[src/rtl/pipe_ctrl_if.sv]
`default_nettype none
// ============================================================================
// Module      : pipe_ctrl_if
// Description : Stall-request / redirect bundle between the pipeline and its
//               hazard controller.
// Revision    : 1.0 - initial release
// ============================================================================
interface pipe_ctrl_if #(
    parameter int STALL_CNT_W = 32,
    parameter int FLUSH_CNT_W = 16
);
    logic                   stallreq_if;
    logic                   stallreq_id;
    logic                   stallreq_ex;
    logic                   stallreq_mem;
    logic                   branch_flag_i;
    logic [31:0]            branch_target_i;
    logic [5:0]             stall;
    logic                   flush;
    logic [31:0]            new_pc_o;
    logic                   new_pc_valid;
    logic [STALL_CNT_W-1:0] stall_cycles;
    logic [FLUSH_CNT_W-1:0] flush_count;

    // Pipeline side: raises requests, consumes stall/flush/redirect.
    modport master (
        output stallreq_if, stallreq_id, stallreq_ex, stallreq_mem,
        output branch_flag_i, branch_target_i,
        input  stall, flush, new_pc_o, new_pc_valid, stall_cycles, flush_count
    );

    // Controller side.
    modport slave (
        input  stallreq_if, stallreq_id, stallreq_ex, stallreq_mem,
        input  branch_flag_i, branch_target_i,
        output stall, flush, new_pc_o, new_pc_valid, stall_cycles, flush_count
    );
endinterface
`default_nettype wire

[src/rtl/pipe_ctrl.sv]
`default_nettype none
// ============================================================================
// Module      : pipe_ctrl
// Description : Pipeline hazard controller: stall arbitration, branch flush
//               and deferred redirect replay, saturating perf counters.
// Revision    : 1.0 - initial release
// ============================================================================
module pipe_ctrl #(
    parameter int STALL_CNT_W = 32,
    parameter int FLUSH_CNT_W = 16
) (
    input  logic       clk,
    input  logic       rst,
    pipe_ctrl_if.slave bus
);
    typedef enum logic [0:0] {
        IDLE    = 1'b0,
        WAIT_IF = 1'b1
    } state_t;

    localparam logic [5:0]             c_stall_mem = 6'b011111;
    localparam logic [5:0]             c_stall_ex  = 6'b001111;
    localparam logic [5:0]             c_stall_id  = 6'b000111;
    localparam logic [5:0]             c_stall_if  = 6'b000011;
    localparam logic [STALL_CNT_W-1:0] c_stall_max = '1;
    localparam logic [FLUSH_CNT_W-1:0] c_flush_max = '1;

    state_t                 r_state;
    logic [31:0]            r_pend_pc;
    logic [STALL_CNT_W-1:0] r_stall_cycles;
    logic [FLUSH_CNT_W-1:0] r_flush_count;

    state_t      w_next_state;
    logic        w_br_ok;
    logic        w_id_req;
    logic        w_pend_load;
    logic        w_flush;
    logic        w_pc_valid;
    logic [31:0] w_new_pc;
    logic [5:0]  w_stall;

    assign w_br_ok = bus.branch_flag_i & ~bus.stallreq_mem & ~bus.stallreq_ex;

    always_comb begin
        w_next_state = r_state;
        w_id_req     = bus.stallreq_id;
        w_pend_load  = 1'b0;
        w_flush      = 1'b0;
        w_pc_valid   = 1'b0;
        w_new_pc     = 32'd0;

        case (r_state)
            IDLE: begin
                if (w_br_ok) begin
                    // The instruction in ID is on the wrong path, so its
                    // load-use hazard must not hold the pipe.
                    w_flush  = 1'b1;
                    w_id_req = 1'b0;
                    if (!bus.stallreq_if) begin
                        w_pc_valid = 1'b1;
                        w_new_pc   = bus.branch_target_i;
                    end else begin
                        w_pend_load  = 1'b1;
                        w_next_state = WAIT_IF;
                    end
                end
            end
            WAIT_IF: begin
                w_pend_load = w_br_ok;
                if (!bus.stallreq_if && !bus.stallreq_mem && !bus.stallreq_ex) begin
                    // Replay; a branch arriving this very cycle is the newest.
                    w_flush      = 1'b1;
                    w_pc_valid   = 1'b1;
                    w_new_pc     = w_br_ok ? bus.branch_target_i : r_pend_pc;
                    w_next_state = IDLE;
                end
            end
            default: w_next_state = IDLE;
        endcase

        if      (bus.stallreq_mem) w_stall = c_stall_mem;
        else if (bus.stallreq_ex)  w_stall = c_stall_ex;
        else if (w_id_req)         w_stall = c_stall_id;
        else if (bus.stallreq_if)  w_stall = c_stall_if;
        else                       w_stall = 6'd0;

        // Outputs are forced quiet for as long as reset is held.
        if (!rst) begin
            w_stall    = 6'd0;
            w_flush    = 1'b0;
            w_pc_valid = 1'b0;
            w_new_pc   = 32'd0;
        end
    end

    always_ff @(posedge clk or negedge rst) begin
        if (!rst) begin
            r_state        <= IDLE;
            r_pend_pc      <= 32'd0;
            r_stall_cycles <= '0;
            r_flush_count  <= '0;
        end else begin
            r_state <= w_next_state;
            if (w_pend_load) begin
                r_pend_pc <= bus.branch_target_i;
            end
            if ((w_stall != 6'd0) && (r_stall_cycles != c_stall_max)) begin
                r_stall_cycles <= r_stall_cycles + STALL_CNT_W'(1);
            end
            if (w_flush && (r_flush_count != c_flush_max)) begin
                r_flush_count <= r_flush_count + FLUSH_CNT_W'(1);
            end
        end
    end

    assign bus.stall        = w_stall;
    assign bus.flush        = w_flush;
    assign bus.new_pc_o     = w_new_pc;
    assign bus.new_pc_valid = w_pc_valid;
    assign bus.stall_cycles = r_stall_cycles;
    assign bus.flush_count  = r_flush_count;
endmodule
`default_nettype wire

[src/flat_wrapper.sv]
// flat-port wrapper written by rule: the top's interface ports become plain ports
module pipe_ctrl_flat 
#(
    parameter int STALL_CNT_W = 32,
    parameter int FLUSH_CNT_W = 16
)
  (clk, rst, bus_stallreq_if, bus_stallreq_id, bus_stallreq_ex, bus_stallreq_mem, bus_branch_flag_i, bus_branch_target_i, bus_stall, bus_flush, bus_new_pc_o, bus_new_pc_valid, bus_stall_cycles, bus_flush_count);
  pipe_ctrl_if #(.STALL_CNT_W(STALL_CNT_W), .FLUSH_CNT_W(FLUSH_CNT_W)) bus_i ();
  input  logic clk;
  input  logic rst;
  input wire logic [$bits(bus_i.stallreq_if)-1:0] bus_stallreq_if;
  input wire logic [$bits(bus_i.stallreq_id)-1:0] bus_stallreq_id;
  input wire logic [$bits(bus_i.stallreq_ex)-1:0] bus_stallreq_ex;
  input wire logic [$bits(bus_i.stallreq_mem)-1:0] bus_stallreq_mem;
  input wire logic [$bits(bus_i.branch_flag_i)-1:0] bus_branch_flag_i;
  input wire logic [$bits(bus_i.branch_target_i)-1:0] bus_branch_target_i;
  output wire logic [$bits(bus_i.stall)-1:0] bus_stall;
  output wire logic [$bits(bus_i.flush)-1:0] bus_flush;
  output wire logic [$bits(bus_i.new_pc_o)-1:0] bus_new_pc_o;
  output wire logic [$bits(bus_i.new_pc_valid)-1:0] bus_new_pc_valid;
  output wire logic [$bits(bus_i.stall_cycles)-1:0] bus_stall_cycles;
  output wire logic [$bits(bus_i.flush_count)-1:0] bus_flush_count;
  assign bus_i.stallreq_if = bus_stallreq_if;
  assign bus_i.stallreq_id = bus_stallreq_id;
  assign bus_i.stallreq_ex = bus_stallreq_ex;
  assign bus_i.stallreq_mem = bus_stallreq_mem;
  assign bus_i.branch_flag_i = bus_branch_flag_i;
  assign bus_i.branch_target_i = bus_branch_target_i;
  assign bus_stall = bus_i.stall;
  assign bus_flush = bus_i.flush;
  assign bus_new_pc_o = bus_i.new_pc_o;
  assign bus_new_pc_valid = bus_i.new_pc_valid;
  assign bus_stall_cycles = bus_i.stall_cycles;
  assign bus_flush_count = bus_i.flush_count;
  pipe_ctrl #(.STALL_CNT_W(STALL_CNT_W), .FLUSH_CNT_W(FLUSH_CNT_W)) u_core (.clk(clk), .rst(rst), .bus(bus_i));
endmodule
[config.mk]
export PLATFORM = sky130hd
export DESIGN_NAME = pipe_ctrl_flat
export DESIGN_NICKNAME = d
export VERILOG_FILES = /design/src/rtl/pipe_ctrl_if.sv /design/src/rtl/pipe_ctrl.sv /design/src/flat_wrapper.sv
export SDC_FILE = /design/constraint.sdc
export NUM_CORES = 1
export LEC_CHECK = 0
export BUFFER_PORTS_ARGS = -buffer_cell sky130_fd_sc_hd__buf_2
export CAP_MARGIN = 25
export CORE_MARGIN = 2
export CORE_UTILIZATION = 40
export CTS_CLUSTER_SIZE = 24
export DETAILED_ROUTE_END_ITERATION = 16
export PLACE_DENSITY = 0.64
export SYNTH_ARGS = -nofsm -noshare
export SYNTH_HDL_FRONTEND = slang
export SYNTH_SLANG_ARGS = --single-unit
export TNS_END_PERCENT = 20
[constraint.sdc]
create_clock -name clk -period 4.3 [get_ports clk]
set_clock_uncertainty 0.1 [all_clocks]
set_input_delay 1.29 -clock clk [delete_from_list [all_inputs] [get_ports clk]]
set_output_delay 1.29 -clock clk [all_outputs]
set_load 0.02 [all_outputs]
=== After elaboration in Yosys (flattened, before gate mapping) ===
Index checks and enable logic that the tools add are counted.

* $add $sub $neg: 2
* Equality and inequality tests: 2
* Muxes and demuxes: 26
* Bitwise gates (word level): 5
* Reductions and logical operators: 8

{| class="wikitable"
|+ Operator list
! cell !! number
|-
| 32-bit two-way mux || 5
|-
| 32-bit one-hot mux with 2 select lines || 1
|-
| 32-bit by 1-bit adder with 32-bit output, second input constant || 1
|-
| 32-bit != test, second input constant || 1
|-
| 6-bit two-way mux || 4
|-
| 16-bit by 1-bit adder with 16-bit output, second input constant || 1
|-
| 16-bit != test, second input constant || 1
|-
| 1-bit two-way mux || 11
|-
| 1-bit one-hot mux with 2 select lines || 4
|-
| 6-bit nonzero test || 1
|-
| 1-bit logical AND || 4
|-
| 1-bit logical NOT || 3
|-
| 1-bit inverter || 3
|-
| 1-bit AND || 2
|-
| 2-bit two-way mux || 1
|}

* Register bits after elaboration: 81
* Word-level logic and storage cells: 47

=== Logic depth before layout (Yosys ltp) ===
* Depth after elaboration: 11
* Gate-level depth with buffers: 7

=== Worst setup path after synthesis ===
No wires, ideal clock.

* Path type: input to output
* Start: input port bus_stallreq_mem
* End: output port bus_new_pc_o[22]
* Arrival: 2.620 ns
* Data required time: 2.910 ns
* Setup slack: 0.290 ns
* Cell stages on the path: 6
* Path buffers: 1
* Path through: nor2_2 o2111ai_1 inv_1 o21ai_1 clkbuf_1 a21oi_1

* Longest elaborated chain between the ends: 7
* Elaborated cells on any way between the ends: 11
* Those cells by class: mux: 5; bitwise: 3; reduce/logical: 3

{| class="wikitable"
|+ RTL lines
! item !! line !! source
|-
| start, declared || flat_wrapper.sv:14 || <nowiki>input wire logic [$bits(bus_i.stallreq_mem)-1:0] bus_stallreq_mem;</nowiki>
|-
| 1-bit inverter || pipe_ctrl.sv:42 || <nowiki>assign w_br_ok = bus.branch_flag_i & ~bus.stallreq_mem & ~bus.stallreq_ex;</nowiki>
|-
| 1-bit AND (2 in a row) || pipe_ctrl.sv:42 ||
|-
| 32-bit two-way mux || pipe_ctrl.sv:74 || <nowiki>w_new_pc = w_br_ok ? bus.branch_target_i : r_pend_pc;</nowiki>
|-
| 32-bit two-way mux || pipe_ctrl.sv:70 || <nowiki>if (!bus.stallreq_if && !bus.stallreq_mem && !bus.stallreq_ex) begin</nowiki>
|-
| 32-bit one-hot mux with 2 select lines (*) || pipe_ctrl.sv:52 || <nowiki>case (r_state)</nowiki>
|-
| 32-bit two-way mux (*) || pipe_ctrl.sv:88 || <nowiki>if (!rst) begin</nowiki>
|-
| end, declared || flat_wrapper.sv:19 || <nowiki>output wire logic [$bits(bus_i.new_pc_o)-1:0] bus_new_pc_o;</nowiki>
|}

Every way passes the cells marked *; elsewhere a longest branch is shown, timed or not.

=== Final worst setup path ===
* Start: input port bus_stallreq_mem
* End: output port bus_new_pc_o[14]

The elaborated chain is that of the path after synthesis.

==> impl_metrics.prom <==
# TYPE chip_impl_metric gauge
chip_impl_info{name="cts_tree",value="built"} 1
chip_impl_metric{name="setup-tns-final",unit="ns"} 0
chip_impl_info{name="rsz_0062_raised_after_global_routing",value="no"} 1
chip_impl_metric{name="floorplan.io_pins",unit=""} 127
chip_impl_metric{name="slew-limit-headroom",unit="%"} 42.1
chip_impl_metric{name="worst_ep_arrival_time",unit="ns"} 2.74
chip_impl_metric{name="tritoncts_num_sinks",unit=""} 81
chip_impl_metric{name="power.combinational.fraction",unit="%"} 22.5
chip_impl_metric{name="initial_utilization",unit="%"} 40.7
chip_impl_metric{name="internal-power",unit="mW"} 1.47
chip_impl_metric{name="drc_errors",unit=""} 0
chip_impl_metric{name="drt_first_pass_iters",unit=""} 4
chip_impl_metric{name="timing.final.crit_share",unit="%"} 96.1
chip_impl_metric{name="power_density",unit="nW/um^2"} 410
chip_impl_metric{name="ys_ff_latch",unit=""} 81
chip_impl_metric{name="cts.reportedPaths.clkPinSlew",unit="ns"} 0.07
chip_impl_metric{name="p_leak",unit="nW"} 2.53
chip_impl_metric{name="viasPerCell",unit=""} 5.04
chip_impl_info{name="worst-setup-path-type",value="in -> out"} 1
chip_impl_metric{name="insertion_delay",unit="ns"} 0.35
chip_impl_metric{name="net-switching-power",unit="mW"} 0.657
chip_impl_metric{name="fp.dieH",unit="um"} 106
chip_impl_metric{name="drv.max_cap_violation_count",unit=""} 0
chip_impl_metric{name="final.setup.worst_slack",unit="ns"} 0.167
chip_impl_metric{name="grt_pass1_vias",unit=""} 3177
chip_impl_metric{name="avgSynthCellArea",unit="sq um"} 10.3
chip_impl_metric{name="worst_slew_pin_slew",unit="ns"} 0.868
chip_impl_metric{name="worstPathMaxFanout",unit=""} 18
chip_impl_metric{name="critical_path_required",unit="ns"} 2.91
chip_impl_metric{name="sw_share",unit="%"} 31.0
chip_impl_metric{name="drive_gt1_share",unit="%"} 38.9
chip_impl_metric{name="drt-wirelength-per-cell",unit="um"} 14.1
chip_impl_metric{name="cts_buffers",unit=""} 9
chip_impl_metric{name="report.final.setup_viol",unit=""} 0
chip_impl_metric{name="dp_worst_setup_slack",unit="ns"} 0.113
chip_impl_metric{name="globalRouteTotalUtil",unit="%"} 17.5
chip_impl_info{name="rr_endpoint",value="u_core.bus.stall_cycles[1]"} 1
chip_impl_metric{name="route.final.wire_length",unit="um"} 9470
chip_impl_info{name="post_synth_top_flop",value="dfrtp_1"} 1
chip_impl_metric{name="upper_clock_frequency_limit",unit="MHz"} 242
chip_impl_metric{name="port-buffer-count",unit=""} 125
chip_impl_info{name="startpoint_type",value="input port"} 1
chip_impl_info{name="r2r-start",value="u_core.bus.stall_cycles[0]"} 1
chip_impl_info{name="status",value="complete, no violations"} 1
chip_impl_metric{name="design.final.nets",unit=""} 573
chip_impl_metric{name="vdd_drop_max",unit="uV"} 261
chip_impl_metric{name="nFillCells",unit=""} 967
chip_impl_metric{name="layout_min_cycle_time",unit="ns"} 4.13
chip_impl_metric{name="drv_slew",unit=""} 0
chip_impl_metric{name="pwr-share-clk",unit="%"} 29.4
chip_impl_metric{name="pwr-share-seq",unit="%"} 48.0
chip_impl_metric{name="seq_area_frac_synth",unit="%"} 48.8
chip_impl_info{name="crit_path_end",value="bus_new_pc_o[14]"} 1
chip_impl_metric{name="vias",unit=""} 3391
chip_impl_info{name="hp-class",value="reg -> reg"} 1
chip_impl_metric{name="clock_path_buffers",unit=""} 2
chip_impl_metric{name="core_area",unit="sq um"} 10200
chip_impl_metric{name="globalplace.congestion",unit=""} 0.814
chip_impl_metric{name="floorplan.die_area",unit="sq um"} 11200
chip_impl_metric{name="die_w",unit="um"} 106
chip_impl_metric{name="number_of_flops_mapped_to_enable_cells_by_yosys",unit=""} 0
chip_impl_metric{name="postCtsHoldBufs",unit=""} 0
chip_impl_info{name="critical_path_launch_point",value="bus_stallreq_mem"} 1
chip_impl_metric{name="post_synth_num_cell_types",unit=""} 45
chip_impl_metric{name="postCtsSetupRepairBufs",unit=""} 0
chip_impl_metric{name="grt_antenna_before_repair",unit=""} 0
chip_impl_metric{name="drt_iter0_drc",unit=""} 195
chip_impl_metric{name="asyncSetResetFlopFracSynth",unit="%"} 100
chip_impl_metric{name="std_cell_rows",unit=""} 37
chip_impl_metric{name="finalHoldViolations",unit=""} 0
chip_impl_metric{name="reg2reg_setup_slack",unit="ns"} 2.24
chip_impl_info{name="worstSetupEndpointType",value="output port"} 1
chip_impl_metric{name="synthesized_nets",unit=""} 444
chip_impl_metric{name="gr-total-overflow",unit=""} 0
chip_impl_metric{name="dpl.hpwl",unit="um"} 6920
chip_impl_metric{name="cts_htree_levels",unit=""} 3
chip_impl_metric{name="netlist_area",unit="sq um"} 4150
chip_impl_info{name="clock-root-buffer",value="clkbuf_8"} 1
chip_impl_metric{name="grt_pass1_wl",unit="um"} 15600
chip_impl_metric{name="yosys_warnings",unit=""} 0
chip_impl_metric{name="cell_count_after_synthesis",unit=""} 403
chip_impl_metric{name="flow.area_growth_from_synthesis",unit="%"} 24.8
chip_impl_metric{name="grt_start_max_net_pins",unit=""} 69
chip_impl_metric{name="reg2regPathDepth",unit=""} 6
chip_impl_metric{name="postCtsResizedCells",unit=""} 0
chip_impl_metric{name="route.antenna.remaining_nets",unit=""} 0
chip_impl_metric{name="insertedDiodeCount",unit=""} 0
-- state kept, by name, summed over array words and instances (netlist names) --
register,count
u_core.r_pend_pc,32
u_core.bus.flush_count,16
u_core.bus.stall_cycles,32
u_core.r_state,1
-- per-layer routing --
layer / up-vias / global-route usage [%] / wire length, um
met1: 1618 / 24.2 / 4390
met2: 111 / 26.7 / 4290
met5: - / 0 / 0
met4: 0 / 8.08 / 201
met3: 18 / 3.09 / 587
li1: 1644 / - / -
-- through the flow --
| step | power, mW | util (%) | std cells | hold WS [ns] | cell area [sq um] |
|---|---|---|---|---|---|
| floorplan | 1.33 | - | 403 | 0.381 | 4150 |
| global placement | 1.50 | 48.5 | 656 | 0.378 | 4940 |
| detailed placement | 1.51 | 48.6 | 657 | 0.392 | 4950 |
| CTS | 2.14 | 50.8 | 673 | 0.402 | 5170 |
| global route | 2.24 | 50.9 | 673 | 0.415 | 5180 |
| finish | 2.12 | 50.9 | 673 | 0.394 | 5180 |
-- power groups by stage --
| stage | sequential [mW] | combinational [mW] | clock [mW] |
|---|---|---|---|
| after CTS | 1.02 | 0.483 | 0.643 |
| final | 1.02 | 0.478 | 0.625 |
| after global placement | 1.02 | 0.472 | 0 |
| after detailed placement | 1.03 | 0.482 | 0 |
| after global routing | 1.04 | 0.527 | 0.667 |
| after floorplan | 1.09 | 0.246 | 0 |
-- critical path, stage by stage --
cell	delay, ns
buf_2	0.14
nor2_2	0.22
o2111ai_1	0.21
inv_1	0.17
o21ai_4	0.15
buf_8	0.20
a21oi_1	0.17
buf_2	0.19
-- cell usage after synthesis (all sizes together) (2+ instances only) --
library cell	n	area [sq um]
nand2	84	323
dfrtp	81	2030
mux2	35	398
a21oi	33	165
xnor2	28	245
nand3	21	105
nand4	18	134
xor2	16	140
nor3	14	119
nor2	12	47.6
clkbuf	10	37.5
inv	7	26.3
nor4	7	75.1
buf	6	41.3
and3	5	37.5
and2	4	25.0
and4	4	40.0
o21ai	4	23.8
ha	2	25.0
nor2b	2	12.5
or3	2	17.5
-- cells by family (layout without fill, tap and decap cells) --
group / after synthesis / count (layout) / synth area share [%]
adders and majority gates: 2 / 2 / 0.603
buffers and inverters: 23 / 157 / 2.53
muxes: 35 / 35 / 9.59
xor gates and xnor gates: 44 / 44 / 9.29
other: 1 / 1 / 0.0904
and+or+nand+nor: 175 / 175 / 23.4
DFF: 81 / 81 / 48.8
AOI/OAI and AO/OA: 42 / 42 / 5.67
-- placed cells by master (no fill, tap or decap), types with 2 or more instances in the layout --
cell and count:
buf_2 124, and4_4 2, inv_1 7, nand3_1 21
and2_1 4, a21oi_1 33, clkbuf_8 11, xor2_1 16
xnor2_1 28, and3_1 3, nor2b_1 2, nor3_1 8
nor3_4 3, ha_1 2, buf_4 9, nor4_1 2
o21ai_0 2, nand2_1 83, clkbuf_1 3, mux2_2 34
and4_1 2, nor2_1 10, nor4_2 5, nand4_1 16
nor3_2 3, bufinv_16 2, nor2_2 2, dfrtp_1 81
-- worst min-delay path by stage --
stage	startpoint	endpoint	slack, ns	cells after the start
floorplan	u_core.r_pend_pc[27]	u_core.r_pend_pc[27]	0.38	1
global placement	u_core.bus.stall_cycles[21]	u_core.bus.stall_cycles[21]	0.38	1
detailed placement	u_core.bus.stall_cycles[21]	u_core.bus.stall_cycles[21]	0.39	1
CTS	u_core.bus.flush_count[10]	u_core.bus.flush_count[10]	0.40	1
global route	u_core.bus.flush_count[14]	u_core.bus.flush_count[14]	0.42	1
finish	u_core.bus.flush_count[10]	u_core.bus.flush_count[10]	0.39	1
-- cell type report --
class / count / area [sq um] / share of cell area [%]
Tap cell: 136 / 170 / 3.28
Clock inverter: 2 / 60.1 / 1.16
Sequential cell: 81 / 2030 / 39.1
Inverter: 7 / 26.3 / 0.507
Multi-Input combinational cell: 299 / 2030 / 39.2
Timing Repair Buffer: 134 / 703 / 13.6
Clock buffer: 14 / 163 / 3.14
Note: power is estimated with default switching activity, not from simulation.
